==> src/rtl/top_sdiv_pkg.sv <==
// Shared widths, saturation limits and FSM encoding for the sequential signed divider.
package top_sdiv_pkg;

    localparam int DIVIDEND_W = 25;
    localparam int DIVISOR_W  = 8;
    localparam int QUOT_W     = 16;
    localparam int REM_W      = DIVISOR_W + 1;

    localparam logic signed [15:0] Q_MAX = 16'sh7FFF;
    localparam logic signed [15:0] Q_MIN = 16'sh8000;

    typedef enum logic [1:0] {
        IDLE = 2'd0,
        CALC = 2'd1,
        DONE = 2'd2
    } state_t;

endpackage

==> src/rtl/top_sdiv_step.sv <==
// One combinational restoring-division step: shift in a dividend bit, try to subtract the divisor.
module top_sdiv_step #(
    parameter int DIVISOR_W = 8
) (
    input  logic [DIVISOR_W:0]   rem_in,
    input  logic                 din_bit,
    input  logic [DIVISOR_W-1:0] divisor,
    output logic [DIVISOR_W:0]   rem_out,
    output logic                 qbit
);

    logic [DIVISOR_W+1:0] shifted;
    logic [DIVISOR_W+1:0] divisor_ext;

    always_comb begin
        // rem_in is always below the divisor, so the shifted value stays under 2*divisor
        shifted     = {rem_in, din_bit};
        divisor_ext = {2'b00, divisor};
        qbit        = (shifted >= divisor_ext);
        rem_out     = (DIVISOR_W+1)'(qbit ? (shifted - divisor_ext) : shifted);
    end

endmodule

==> src/rtl/top_sdiv_25s_8ns_16_seq.sv <==
// Sequential restoring divider: 25-bit signed / 8-bit unsigned -> saturating 16-bit quotient, 9-bit remainder.
// Optional TOP_SDIV_FAST_ZERO_EN: zero divisor or zero dividend completes with latency 1.
module top_sdiv_25s_8ns_16_seq #(
    parameter int ID         = 1,
    parameter int DIVIDEND_W = top_sdiv_pkg::DIVIDEND_W,
    parameter int DIVISOR_W  = top_sdiv_pkg::DIVISOR_W,
    parameter int QUOT_W     = top_sdiv_pkg::QUOT_W,
    parameter int REM_W      = DIVISOR_W + 1
) (
    input  logic                  clk,
    input  logic                  reset,
    input  logic                  ce,
    input  logic [DIVIDEND_W-1:0] din0,
    input  logic [DIVISOR_W-1:0]  din1,
    input  logic                  in_valid,
    output logic                  in_ready,
    output logic [QUOT_W-1:0]     dout_q,
    output logic [REM_W-1:0]      dout_r,
    output logic                  ovf,
    output logic                  dz,
    output logic                  out_valid,
    input  logic                  out_ready
);

    import top_sdiv_pkg::*;

    localparam int CNT_W = $clog2(DIVIDEND_W);
    localparam logic [DIVIDEND_W-1:0] NEG_LIM = DIVIDEND_W'(1) << (QUOT_W - 1);
    localparam logic [DIVIDEND_W-1:0] POS_LIM = NEG_LIM - DIVIDEND_W'(1);
    localparam logic [CNT_W-1:0]      CNT_TOP = CNT_W'(DIVIDEND_W - 1);

    state_t state_reg, state_next;

    logic [DIVIDEND_W-1:0] mag_reg;
    logic                  neg_reg;
    logic [DIVISOR_W-1:0]  div_reg;
    logic [REM_W-1:0]      rem_reg;
    logic [DIVIDEND_W-1:0] qmag_reg;
    logic [CNT_W-1:0]      cnt_reg;

    logic [QUOT_W-1:0]     dout_q_reg, dout_q_next;
    logic [REM_W-1:0]      dout_r_reg, dout_r_next;
    logic                  ovf_reg, ovf_next;
    logic                  dz_reg, dz_next;

    logic                  load;
    logic                  step_en;
    logic                  last_step;
    logic                  fast_zero;
    logic [DIVIDEND_W-1:0] din0_mag;
    logic [REM_W-1:0]      step_rem;
    logic                  step_qbit;
    logic [DIVIDEND_W-1:0] qmag_final;

`ifdef TOP_SDIV_FAST_ZERO_EN
    assign fast_zero = (din1 == '0) || (din0 == '0);
`else
    assign fast_zero = 1'b0;
`endif

    // Two's-complement negate of the most negative dividend yields 2^(W-1), which is the exact magnitude.
    assign din0_mag  = din0[DIVIDEND_W-1] ? (~din0 + DIVIDEND_W'(1)) : din0;
    assign last_step = (cnt_reg == '0);

    top_sdiv_step #(
        .DIVISOR_W (DIVISOR_W)
    ) u_step (
        .rem_in  (rem_reg),
        .din_bit (mag_reg[cnt_reg]),
        .divisor (div_reg),
        .rem_out (step_rem),
        .qbit    (step_qbit)
    );

    assign qmag_final = {qmag_reg[DIVIDEND_W-2:0], step_qbit};

    always_ff @(posedge clk) begin
        if (reset) begin
            state_reg <= IDLE;
        end else if (ce) begin
            state_reg <= state_next;
        end
    end

    always_comb begin
        state_next = state_reg;
        load       = 1'b0;
        step_en    = 1'b0;
        in_ready   = 1'b0;
        out_valid  = 1'b0;
        unique case (state_reg)
            IDLE: begin
                in_ready = 1'b1;
                if (in_valid) begin
                    load       = 1'b1;
                    state_next = CALC;
                end
            end
            CALC: begin
                step_en = 1'b1;
                if (last_step) begin
                    state_next = DONE;
                end
            end
            DONE: begin
                out_valid = 1'b1;
                if (out_ready) begin
                    state_next = IDLE;
                end
            end
            default: begin
                state_next = IDLE;
            end
        endcase
    end

    // Result formation from the final step, with sign restore and saturation.
    always_comb begin
        dout_q_next = '0;
        dout_r_next = '0;
        ovf_next    = 1'b0;
        dz_next     = 1'b0;
        if (div_reg == '0) begin
            dz_next     = 1'b1;
            dout_q_next = neg_reg ? QUOT_W'(Q_MIN) : QUOT_W'(Q_MAX);
        end else begin
            dout_r_next = neg_reg ? (~step_rem + REM_W'(1)) : step_rem;
            if (neg_reg) begin
                if (qmag_final <= NEG_LIM) begin
                    dout_q_next = ~qmag_final[QUOT_W-1:0] + QUOT_W'(1);
                end else begin
                    dout_q_next = QUOT_W'(Q_MIN);
                    ovf_next    = 1'b1;
                end
            end else begin
                if (qmag_final <= POS_LIM) begin
                    dout_q_next = qmag_final[QUOT_W-1:0];
                end else begin
                    dout_q_next = QUOT_W'(Q_MAX);
                    ovf_next    = 1'b1;
                end
            end
        end
    end

    always_ff @(posedge clk) begin
        if (reset) begin
            mag_reg    <= '0;
            neg_reg    <= 1'b0;
            div_reg    <= '0;
            rem_reg    <= '0;
            qmag_reg   <= '0;
            cnt_reg    <= '0;
            dout_q_reg <= '0;
            dout_r_reg <= '0;
            ovf_reg    <= 1'b0;
            dz_reg     <= 1'b0;
        end else if (ce) begin
            if (load) begin
                mag_reg  <= din0_mag;
                neg_reg  <= din0[DIVIDEND_W-1];
                div_reg  <= din1;
                rem_reg  <= '0;
                qmag_reg <= '0;
                // Fast-zero operations take a single pass through CALC, giving latency 1.
                cnt_reg  <= fast_zero ? '0 : CNT_TOP;
            end else if (step_en) begin
                rem_reg  <= step_rem;
                qmag_reg <= qmag_final;
                cnt_reg  <= cnt_reg - CNT_W'(1);
                if (last_step) begin
                    dout_q_reg <= dout_q_next;
                    dout_r_reg <= dout_r_next;
                    ovf_reg    <= ovf_next;
                    dz_reg     <= dz_next;
                end
            end
        end
    end

    assign dout_q = dout_q_reg;
    assign dout_r = dout_r_reg;
    assign ovf    = ovf_reg;
    assign dz     = dz_reg;

endmodule

==> config.mk <==
export PLATFORM = sky130hd
export DESIGN_NAME = top_sdiv_25s_8ns_16_seq
export DESIGN_NICKNAME = d
export VERILOG_FILES = /design/src/rtl/top_sdiv_pkg.sv /design/src/rtl/top_sdiv_step.sv /design/src/rtl/top_sdiv_25s_8ns_16_seq.sv
export SDC_FILE = /design/constraint.sdc
export NUM_CORES = 1
export LEC_CHECK = 0
export BUFFER_PORTS_ARGS = -buffer_cell sky130_fd_sc_hd__buf_2
export CAP_MARGIN = 20
export CORE_ASPECT_RATIO = 1.2
export CORE_MARGIN = 4
export CORE_UTILIZATION = 25
export DETAILED_ROUTE_END_ITERATION = 6
export SETUP_SLACK_MARGIN = 0.3
export SLEW_MARGIN = 30
export SYNTH_ARGS = -nofsm -noshare
export SYNTH_HDL_FRONTEND = slang
export SYNTH_SLANG_ARGS = --single-unit
==> constraint.sdc <==
create_clock -name clk -period 15.9 [get_ports clk]
set_clock_uncertainty 0.1 [all_clocks]
set_input_delay 2.385 -clock clk [delete_from_list [all_inputs] [get_ports clk]]
set_output_delay 2.385 -clock clk [all_outputs]
set_load 0.005 [all_outputs]
======== Word-level counts from Yosys, hierarchy flattened ========
Index checks and enable logic that the tools add are counted.
operators by class
  add/subtract/negate cells ............... 5
  order comparisons ....................... 4
  eq/ne operators ......................... 5
  multiplexer cells ....................... 31
  bitwise operators ....................... 4
  reductions and logical operators ........ 8
operators by type and width
  kind                     count
  $mux W16                 5
  $mux W24                 2
  $mux W9                  5
  $add A25 B1 Y25 const B  1
  $le A25 B15 Y1 const B   1
  $le A25 B16 Y1 const B   1
  $mux W25                 1
  $not A25 Y25             1
  $add A16 B1 Y16 const B  1
  $not A16 Y16             1
  $mux W1                  11
  $ge A10 B8 Y1            1
  $mux W5                  2
  $add A9 B1 Y9 const B    1
  $not A9 Y9               1
  $sub A9 B8 Y9            1
  $logic_not A8 Y1         1
  $reduce_and A4 Y1        2
  $lt A5 B6 Y1 const B     1
  $mux W2                  3
  $ne A2 B2 Y1 const B     3
  $pmux W2 S3              1
  $bmux W1 S5              1
  $logic_not A5 Y1         1
  other kinds (7)          8
word-level totals
  register bits after elaboration ......... 101
  bits of input ports ..................... 38
  output and inout bits ................... 29
  word-level logic and storage cells ...... 68

======== Depth between registers and ports, before layout ========
Gate-level depths: netlist of run 1.
  depth after elaboration ................. 8
  mapped depth ............................ 21
  depth with buffers taken out ............ 19

======== Cells and area by module ========
Synthesis of run 1 repeated with hierarchy kept, for this count alone.
second synthesis, totals
  cells, all modules ...................... 665
  area, all modules ....................... 5525.3 um^2
by module, submodules not included
  module                   instances  cells each  area each (um^2)  seq. area each (um^2)
  top_sdiv_25s_8ns_16_seq  1          590         5002.3            2021.9
  top_sdiv_step            1          75          523.0             0.0

======== Worst setup path before layout of run 1 ========
Ideal clock, no wire load.
  path type ............................... register to register
  start point ............................. register cnt_reg[0]
  end point ............................... register dout_q_reg[5] (netlist: dout_q[5])
  setup time .............................. 0.086 ns
  arrival time ............................ 5.058 ns
  data required time ...................... 15.714 ns
  setup slack ............................. 10.657 ns
  cell stages (with the launch flop) ...... 22
  path buffers ............................ 2
  clock period less this slack ............ 5.243 ns
  cell sequence ........................... dfxtp_1 > clkbuf_1 > mux4_2 > a21oi_1 > o211ai_1 > nand2_1 > ha_1 > inv_1 > fa_1 > and3_1 > o31ai_1 > nand2_2 > clkinv_1 > ha_1 > nor2b_1 > nand4b_1 > o41ai_4 > nand3_1 > buf_2 > o311ai_0 > o21ai_0 > a211oi_1
between the ends
  longest elaborated chain between the ends .. 8
  elaborated cells between the ends (all ways) .. 13
  classes of those cells .................. add/sub: 1; order compare: 3; mux: 6; bitwise: 1; reduce/logical: 2
RTL lines
  element                        RTL line                        source
  start: declaration             top_sdiv_25s_8ns_16_seq.sv:39   logic [CNT_W-1:0] cnt_reg;
  start signal: assignment       top_sdiv_25s_8ns_16_seq.sv:166  cnt_reg <= fast_zero ? '0 : CNT_TOP;
  start signal: assignment       top_sdiv_25s_8ns_16_seq.sv:170  cnt_reg <= cnt_reg - CNT_W'(1);
  $bmux W1 S5                    top_sdiv_25s_8ns_16_seq.sv:69   .din_bit (mag_reg[cnt_reg]),
  $mux W1 (not written as such)  top_sdiv_25s_8ns_16_seq.sv:69
  $ge A10 B8 Y1                  top_sdiv_step.sv:19             qbit = (shifted >= divisor_ext);
  $not A16 Y16                   top_sdiv_25s_8ns_16_seq.sv:130  dout_q_next = ~qmag_final[QUOT_W-1:0] + QUOT_W'(1);
  $add A16 B1 Y16                top_sdiv_25s_8ns_16_seq.sv:130
  $mux W16                       top_sdiv_25s_8ns_16_seq.sv:129  if (qmag_final <= NEG_LIM) begin
  $mux W16                       top_sdiv_25s_8ns_16_seq.sv:128  if (neg_reg) begin
  $mux W16                       top_sdiv_25s_8ns_16_seq.sv:123  if (div_reg == '0) begin
  end signal: assignment         top_sdiv_25s_8ns_16_seq.sv:172  dout_q_reg <= dout_q_next;
  end: declaration               top_sdiv_25s_8ns_16_seq.sv:41   logic [QUOT_W-1:0] dout_q_reg, dout_q_next;
Parallel ways exist; a longest one is shown, timed or not. The select of a mux whose other input is x is not followed.
A chain may end at the register's enable or synchronous reset.

======== Worst setup path in the final report of run 1 ========
Ends and elaborated chain as after synthesis.

==> reports/qor_table.md, run 1 <==
| Group | Item | Reported |
| --- | --- | --- |
| global route | Pin count of the biggest net entering global routing | 90 |
| worst setup path | Crit path max fanout | 21 |
| worst setup path | Critical Path Max Stage Delay | 0.66 ns |
| logic synthesis | Post-Synthesis Mean Instance Area | 8.19 µm² |
| logic synthesis | Area of the mapped netlist | 0.00550 mm² |
| logic synthesis | Top flip-flop cell by instance count after synthesis | dfxtp_1 |
| floorplan | Top-level port count | 67 |
| sta | Final setup violating endpoints | 0 |
| logic synthesis | Post-synthesis cell type count | 62 |
| cts | Maximum level of the CTS H-tree | 3 |
| logic synthesis | Syn_nets | 725 |
| sta | Count of pins over their slew limit | 0 |
| floorplan | Chip width | 143 µm |
| drt | Via count of the routed design | 4844 |
| floorplan | Floorplan row count | 59 |
| logic synthesis | Cell with the most instances after synthesis | dfxtp_1 |
| pwr | Switching power of the nets | 0.193 mW |
| worst setup path | Cells along the critical path | mux4_2 -> mux2i_1 -> o211ai_1 -> nand2_1 -> ha_1 -> inv_1 -> fa_1 -> and3_1 -> o31ai_1 -> nand2_2 -> clkinv_1 -> ha_1 -> nor2b_1 -> nand4b_1 -> o41ai_4 -> nand3_1 -> o311ai_0 -> o21ai_0 -> a211oi_1 |
| logic synthesis | Fraction of synthesis flops using an asynchronous set or reset pin | 0% |
| floorplan | Area of the die | 0.0245 mm² |
| drt | Drt pass-1 iters | 5 |
| sta | Min setup slack post-route | 9.42 ns |
| floorplan | Die extent in y | 171 µm |
| placement | Placed cell area | 0.00604 mm² |
| worst setup path | Startpoint kind of the worst setup timing path | register |
| pwr | Peak VDD IR | 0.0524 mV |
| global route | Final global-route overflow total | 0 |
| global route | Antenna violations before repair | 0 |
| worst setup path | Cell at the slowest stage of the critical path | o31ai_1 |
| sta | Slew HR | 38.4% |
| sta | Worst Max-Slew Pin Slew | 0.924 ns |
| cts | Total number of clock tree sinks | 101 |
| cts | Clock latency of the later-clocked register in the worst-skew pair | 0.36 ns |
| logic synthesis | Portion of the post-synthesis area used by sequential elements | 36.7% |
| pwr | Sequential cell fraction of total power | 44.0% |
| sta | Sum of negative setup slack | 0 ns |
| sta | Min Clock Period, post-route | 6.48 ns |
| pwr | Fraction of power spent switching nets | 31.3% |
| logic synthesis | Number of standard cells after synthesis | 672 |
| drt | Routed wire length | 13.6 mm |
| cts | Clock input transition at the sequential cells of the worst setup and hold paths | 0.07 ns |
| drt | Vias per Instance | 4.91 |
| cts | CTS hold repair buffers | 0 |
| worst setup path | Most prevalent standard cell on the critical path | ha_1 |
| logic synthesis | List of most frequent post-synthesis cells | 101 x dfxtp_1, 98 x nor2_1, 62 x nand2_1 |
| cells and area | Max FFs per register | 25 |
| placement | RD Place Congestion | 0.864 |
| logic synthesis | Post-synthesis register bit count | 101 |
| cts | Clock tree root driver cell | clkbuf_16 |
| global route | Global-route wire length before repair | 22.8 mm |
| sta | Achievable frequency | 154 MHz |
| cells and area | Syn-to-layout area delta | 14.9% |
| flow run | Max-cap viol count | 0 |
| pwr | Internal cell power | 0.423 mW |
| logic synthesis | Number of warnings reported in the yosys synthesis log | 0 |
| placement | Total half-perimeter wirelength after legalization and detailed placement | 10.0 mm |
| floorplan | Effective utilization at floorplan | 25.4% |
| logic synthesis | Cell type contributing the most total cell area after synthesis | dfxtp_1 |
| worst setup path | Setup crit end kind | register |
| placement | Placement Setup Slack | 9.44 ns |
| cts | Post-CTS setup-driven buffer insertion count | 0 |
| floorplan | Core region area | 0.0217 mm² |
| global route | Tot GR Track Use | 11.4% |
| cts | Number of CTS-inserted buffers | 9 |
| cts | Maximum root-to-sink buffer count | 2 |
| logic synthesis | Cells taking the most area after synthesis | dfxtp_1 37%, nor2_1 6.7%, a211oi_1 4.8% |
| drt | WL per Instance | 13.8 µm |
| cells and area | Share of post-route cells with drive strength above 1 | 15.4% |
| drt | First DRT Iteration DRCs | 314 |
| pwr | Share of power burned in the clock network | 33.9% |
| sta | Setup repair after global routing missed its margin | false |
| pwr | Cell leakage power | 2.31 nW |
| drt | Antenna Nets Post-Route | 0 |
| cells and area | Number of nets in the final layout | 761 |
| pwr | Proportion of power drawn by combinational gates | 22.1% |
| worst setup path | Buffer and inverter count on the worst path | 2 |
| worst setup path | Start-to-end type of the worst setup path | reg2reg |
| drt | DRC errors left | 0 |
| cts | Post-CTS resize count | 0 |
| worst setup path | Largest delay share family, worst path | compound AO/OA/AOI/OAI gates |
| placement | Port Buffer Count | 66 |
| cells and area | Final cell area excluding filler cells | 0.00632 mm² |
| cells and area | Antenna diode instance count | 0 |
| cts | Clock tree from TritonCTS | built |
| logic synthesis | Count of flip-flops with a built-in enable after synthesis | 0 |
| run status | Result of the run | finished clean |
| min path | HP Class | reg2reg |
| sta | Period utilization | 40.8% |
| worst setup path | Req. time, crit path | 16.06 ns |
| sta | Final number of hold-violating endpoints | 0 |
| pwr | Power density over the cells | 97.5 mW/mm² |
| global route | Via count of the first global-routing pass | 4488 |
| worst setup path | Critical path data arrival time | 6.64 ns |
| logic synthesis | Area fraction of the dominant cell type after synthesis | 36.7% |
==> final cells by class <==
| class | instances | area, µm² |
|---|---|---|
| Clock buffer | 9 | 225 |
| Multi-Input combinational cell | 506 | 3240 |
| Timing Repair Buffer | 70 | 360 |
| Inverter | 20 | 75.1 |
| Sequential cell | 101 | 2020 |
| Tap cell | 274 | 343 |
| Clock inverter | 7 | 57.6 |
| Fill cell | 2384 | 15400 |
==> cell usage in the layout, fill, tap and decap left out, types with 9 or more instances in the layout <==
master | synthesis | routed
dfxtp_1 | 101 | 101
nor2_1 | 98 | 97
buf_2 | 2 | 66
nand2_1 | 62 | 62
a21oi_1 | 43 | 43
a211oi_1 | 35 | 35
o21ai_0 | 34 | 34
a22oi_1 | 32 | 32
xor2_1 | 29 | 29
inv_1 | 19 | 19
nor3_1 | 19 | 19
ha_1 | 14 | 14
nand3_1 | 11 | 11
or3_1 | 9 | 9
clkbuf_16 | 0 | 9
==> worst min-delay path: stages (launching register included) <==
cell and delay [ns]:
dfxtp_1 0.31, nand2_1 0.05, a21oi_1 0.05
==> cells by family after synthesis <==
| kind of cell | after synthesis | share of synthesized area, % |
|---|---|---|
| and+or+nand+nor | 254 | 22.4 |
| AOI/OAI and AO/OA | 187 | 23.2 |
| DFF | 101 | 36.7 |
| buffers and inverters | 65 | 4.48 |
| xor gates and xnor gates | 37 | 5.89 |
| adders and majority gates | 15 | 3.55 |
| muxes | 13 | 3.75 |
==> metrics by stage <==
| stage | util (%) | power [mW] | cells | hold WS [ns] |
|---|---|---|---|---|
| 6_report | 29.1 | 0.616 | 987 | 0.353 |
| 5_1_grt | 29.1 | 0.651 | 987 | 0.387 |
| 4_1_cts | 29.1 | 0.625 | 987 | 0.355 |
| 3_5_place_dp | 27.8 | 0.413 | 971 | 0.343 |
| 3_3_place_gp | 27.8 | 0.412 | 971 | 0.341 |
| 2_1_floorplan | - | 0.376 | 672 | 0.329 |
==> metal layers <==
metal  part of all wire [%]  track usage [%]  vias to the layer above  routed length [µm]
met1                     49             15.7                     2217                6680
li1                       -                -                     2518                   -
met5                      0                0                        -                   0
met2                     45             18.1                       97                6130
met4                    1.5             3.69                        0                 208
met3                    4.2             2.04                       12                 564
==> worst paths after layout <==
| check | startpoint | cells after the start | to | slack [ns] |
|---|---|---|---|---|
| hold reg to reg | dout_q[1] | 2 | dout_q[1] | 0.35 |
| hold / removal | dout_q[1] | 2 | dout_q[1] | 0.35 |
| setup reg to reg | cnt_reg[0] | 19 | dout_q[5] | 9.42 |
| setup / recovery | cnt_reg[0] | 19 | dout_q[5] | 9.42 |
==> power groups by stage <==
stage | Combinational [mW] | Clock (mW) | Sequential [mW]
2_1_floorplan | 0.103 | 0 | 0.273
3_3_place_gp | 0.135 | 0 | 0.277
3_5_place_dp | 0.136 | 0 | 0.277
4_1_cts | 0.136 | 0.217 | 0.271
5_1_grt | 0.154 | 0.225 | 0.273
6_report | 0.136 | 0.209 | 0.271
Note: power is estimated with default switching activity, not from simulation.
==> run 2, diff against run 1 <==
clock period = 5.9 ns   (was 15.9 ns; I/O delays follow)
==> run 2 against run 1 <==
- wire length up 0.46%
- critical path depth grew 1
- power increased to 2.8 times the previous value
- maximum frequency increased by 24%
- die area stayed put
- design area is 0.97% higher
- core utilization is 0.28 points higher
- clock power grew to 2.9 times the previous value
- first-iteration DRC count shrank 7.0%
- via count is 0.56% higher
- largest cell class unchanged
- highest routed layer unchanged
==> reports/qor_table.md, run 2 (synthesis gave the netlist of run 1 again) <==
| Group | Item | Reported | vs previous |
| --- | --- | --- | --- |
| drt | Antenna Nets Post-Route | 0 | unchanged |
| pwr | Switching power of the nets | 0.520 mW | +170% |
| pwr | Power density over the cells | 268 mW/mm² | +170% |
| sta | Achievable frequency | 191 MHz | +24% |
| pwr | Share of power burned in the clock network | 35.2% | +1.3 points |
| pwr | Internal cell power | 1.19 mW | +180% |
| cts | CTS hold repair buffers | 0 | unchanged |
| sta | Sum of negative setup slack | 0 ns | unchanged |
| floorplan | Effective utilization at floorplan | 25.4% | unchanged |
| global route | Antenna violations before repair | 0 | unchanged |
| pwr | Sequential cell fraction of total power | 42.8% | -1.2 points |
| global route | Final global-route overflow total | 0 | unchanged |
| placement | RD Place Congestion | 0.877 | +1.5% |
| sta | Final number of hold-violating endpoints | 0 | unchanged |
| min path | Hold Path Depth | 2 | unchanged |
| pwr | Cell leakage power | 2.34 nW | +1.3% |
| placement | Placed cell area | 0.00605 mm² | +0.25% |
| sta | Final setup violating endpoints | 0 | unchanged |
| cts | Maximum root-to-sink buffer count | 2 | unchanged |
| global route | Pin count of the biggest net entering global routing | 68 | -24% |
| drt | Via count of the routed design | 4871 | +0.56% |
| sta | Worst Max-Slew Pin Slew | 0.889 ns | -0.0344 ns |
| drt | WL per Instance | 13.8 µm | +0.15% |
| cts | Clock tree root driver cell | clkbuf_16 |  |
| min path | Worst-case hold path end point | dout_r[6] |  |
| drt | DRC errors left | 0 | unchanged |
| worst setup path | Critical path data arrival time | 5.39 ns | -1.25 ns |
| floorplan | Die extent in y | 171 µm | unchanged |
| worst setup path | End of the worst register-to-register path | dout_q[9] |  |
| floorplan | Core region area | 0.0217 mm² | unchanged |
| flow run | Max-cap viol count | 0 | unchanged |
| global route | Global-route wire length before repair | 23.0 mm | +0.88% |
| drt | Vias per Instance | 4.92 | +0.25% |
| worst setup path | Crit path max fanout | 21 | unchanged |
| cts | Clock input transition at the sequential cells of the worst setup and hold paths | 0.07 ns | about the same |
| worst setup path | Setup crit end kind | register |  |
| run status | Result of the run | finished clean |  |
| sta | Min setup slack post-route | 0.678 ns | -8.74 ns |
| drt | First DRT Iteration DRCs | 292 | -7.0% |
| global route | Via count of the first global-routing pass | 4612 | +2.8% |
| floorplan | Top-level port count | 67 | unchanged |
| floorplan | Chip width | 143 µm | unchanged |
| cells and area | Share of post-route cells with drive strength above 1 | 16.3% | +0.91 points |
| pwr | Proportion of power drawn by combinational gates | 22.1% | about the same |
| cells and area | Number of nets in the final layout | 764 | +0.39% |
| global route | Tot GR Track Use | 11.4% | -0.015 points |
| placement | Port Buffer Count | 66 | unchanged |
| cells and area | Most used cells in the layout excluding fill and tap cells | 99 x dfxtp_1, 97 x nor2_1, 66 x buf_2 |  |
| cells and area | Syn-to-layout area delta | 16.0% |  |
| cells and area | Antenna diode instance count | 0 | unchanged |
| sta | Count of pins over their slew limit | 0 | unchanged |
| worst setup path | Worst reg2reg startpoint | cnt_reg[0] |  |
| sta | Setup repair after global routing missed its margin | false |  |
| drt | Drt pass-1 iters | 4 | -1 |
| cts | Maximum level of the CTS H-tree | 3 | unchanged |
| sta | Slew HR | 39.9% | +1.5 points |
| min path | HP Class | reg2reg |  |
| cts | Total number of clock tree sinks | 101 | unchanged |
| cells and area | Commonest non-fill, non-tap cell in the layout | dfxtp_1 |  |
| sta | Min Clock Period, post-route | 5.22 ns | -1.26 ns |
| pwr | Peak VDD IR | 0.138 mV | +160% |
| placement | Total half-perimeter wirelength after legalization and detailed placement | 10.1 mm | +1.2% |
| worst setup path | Req. time, crit path | 6.07 ns | -9.99 ns |
| min path | Start point of the worst hold path | dout_r[6] |  |
| placement | Placement Setup Slack | 0.283 ns | -9.16 ns |
| floorplan | Area of the die | 0.0245 mm² | unchanged |
| worst setup path | Start-to-end type of the worst setup path | reg2reg |  |
| worst setup path | Startpoint kind of the worst setup timing path | register |  |
| cts | Number of CTS-inserted buffers | 9 | unchanged |
| cts | Clock tree from TritonCTS | built |  |
| cells and area | Final cell area excluding filler cells | 0.00638 mm² | +0.97% |
| drt | Routed wire length | 13.6 mm | +0.46% |
| worst setup path | Setup slack, reg-to-reg | 0.68 ns | -8.74 ns |
| pwr | Fraction of power spent switching nets | 30.4% | -0.90 points |
| floorplan | Floorplan row count | 59 | unchanged |
| cts | Clock latency of the later-clocked register in the worst-skew pair | 0.35 ns | about the same |
| cells and area | Max FFs per register | 25 | unchanged |
| worst setup path | Number of cells on the worst reg-to-reg path | 20 | +1 |
| sta | Period utilization | 88.5% | +48 points |
[run 2: changes by cell type in the layout (fill, tap and decap cells not counted), sizes merged]
cell	previous run	this run
buf	70	73
clkinv	3	1
bufinv	0	1
inv	21	22
[run 2: how the worst max path moves through the flow]
stage,depth (start not counted),to,slack [ns],startpoint
floorplan,21,dout_q[5],0.66,cnt_reg[0]
global placement,20,dout_q[9],0.49,cnt_reg[0]
detailed placement,20,dout_q[5],0.28,cnt_reg[0]
CTS,20,dout_q[5],0.44,cnt_reg[0]
global route,20,dout_q[5],0.26,cnt_reg[0]
finish,20,dout_q[9],0.68,cnt_reg[0]
[run 2: stage by stage]
| stage | hold WS (ns) | utilization (%) | cells | power, mW |
|---|---|---|---|---|
| final | 0.349 | 29.4 | 990 | 1.71 |
| after global routing | 0.376 | 29.4 | 990 | 1.81 |
| after CTS | 0.357 | 29.3 | 990 | 1.73 |
| after detailed placement | 0.342 | 27.9 | 973 | 1.12 |
| after global placement | 0.336 | 27.9 | 973 | 1.12 |
| after floorplan | 0.329 | - | 672 | 1.01 |
[run 2: area by class of cell]
cell class	count	area, µm²
sequential	101	2020
fill	2388	15300
multi-input combinational	506	3250
inverter	20	78.8
clock inverter	7	80.1
timing repair buffer	73	383
clock buffer	9	225
tap	274	343
[run 2: what timing repair did]
item                                   in CTS  in global routing
endpoints found under the hold margin       0                  0
setup endpoints to repair                   1                 16
gates resized for setup                     0                  6
gates cloned                                0                  0
buffers inserted                            1                  0
pin swaps                                   1                  0
[run 2: power groups by stage]
stage / Combinational, mW / Clock, mW / Sequential [mW]
3_5_place_dp: 0.370 / 0 / 0.747
2_1_floorplan: 0.278 / 0 / 0.736
4_1_cts: 0.371 / 0.623 / 0.731
5_1_grt: 0.425 / 0.652 / 0.735
3_3_place_gp: 0.369 / 0 / 0.747
6_report: 0.377 / 0.601 / 0.731
[run 2: worst max-delay path, cell delays in order (launching register included)]
cell and delay [ns]:
dfxtp_2 0.43, mux4_2 0.52, a21oi_1 0.15, o211ai_1 0.11, nand2_1 0.14, ha_1 0.18, inv_1 0.05, fa_1 0.38
and3_1 0.22, o31ai_2 0.36, nand2_4 0.19, clkinvlp_4 0.20, ha_1 0.20, nor2b_1 0.24, nand4b_1 0.27, o41ai_4 0.37
nand3_1 0.11, buf_4 0.24, o41ai_1 0.33, a21oi_1 0.12, a211oi_1 0.22
[run 2: per-layer routing]
layer	wire length, µm	global-route usage, %	part of all wire (%)	vias to the layer above
met2	6180	17.5	45	101
met4	159	3.28	1.2	0
met1	6720	15.9	49	2256
met3	591	2.91	4.3	11
met5	0	0	0	-
li1	-	-	-	2503
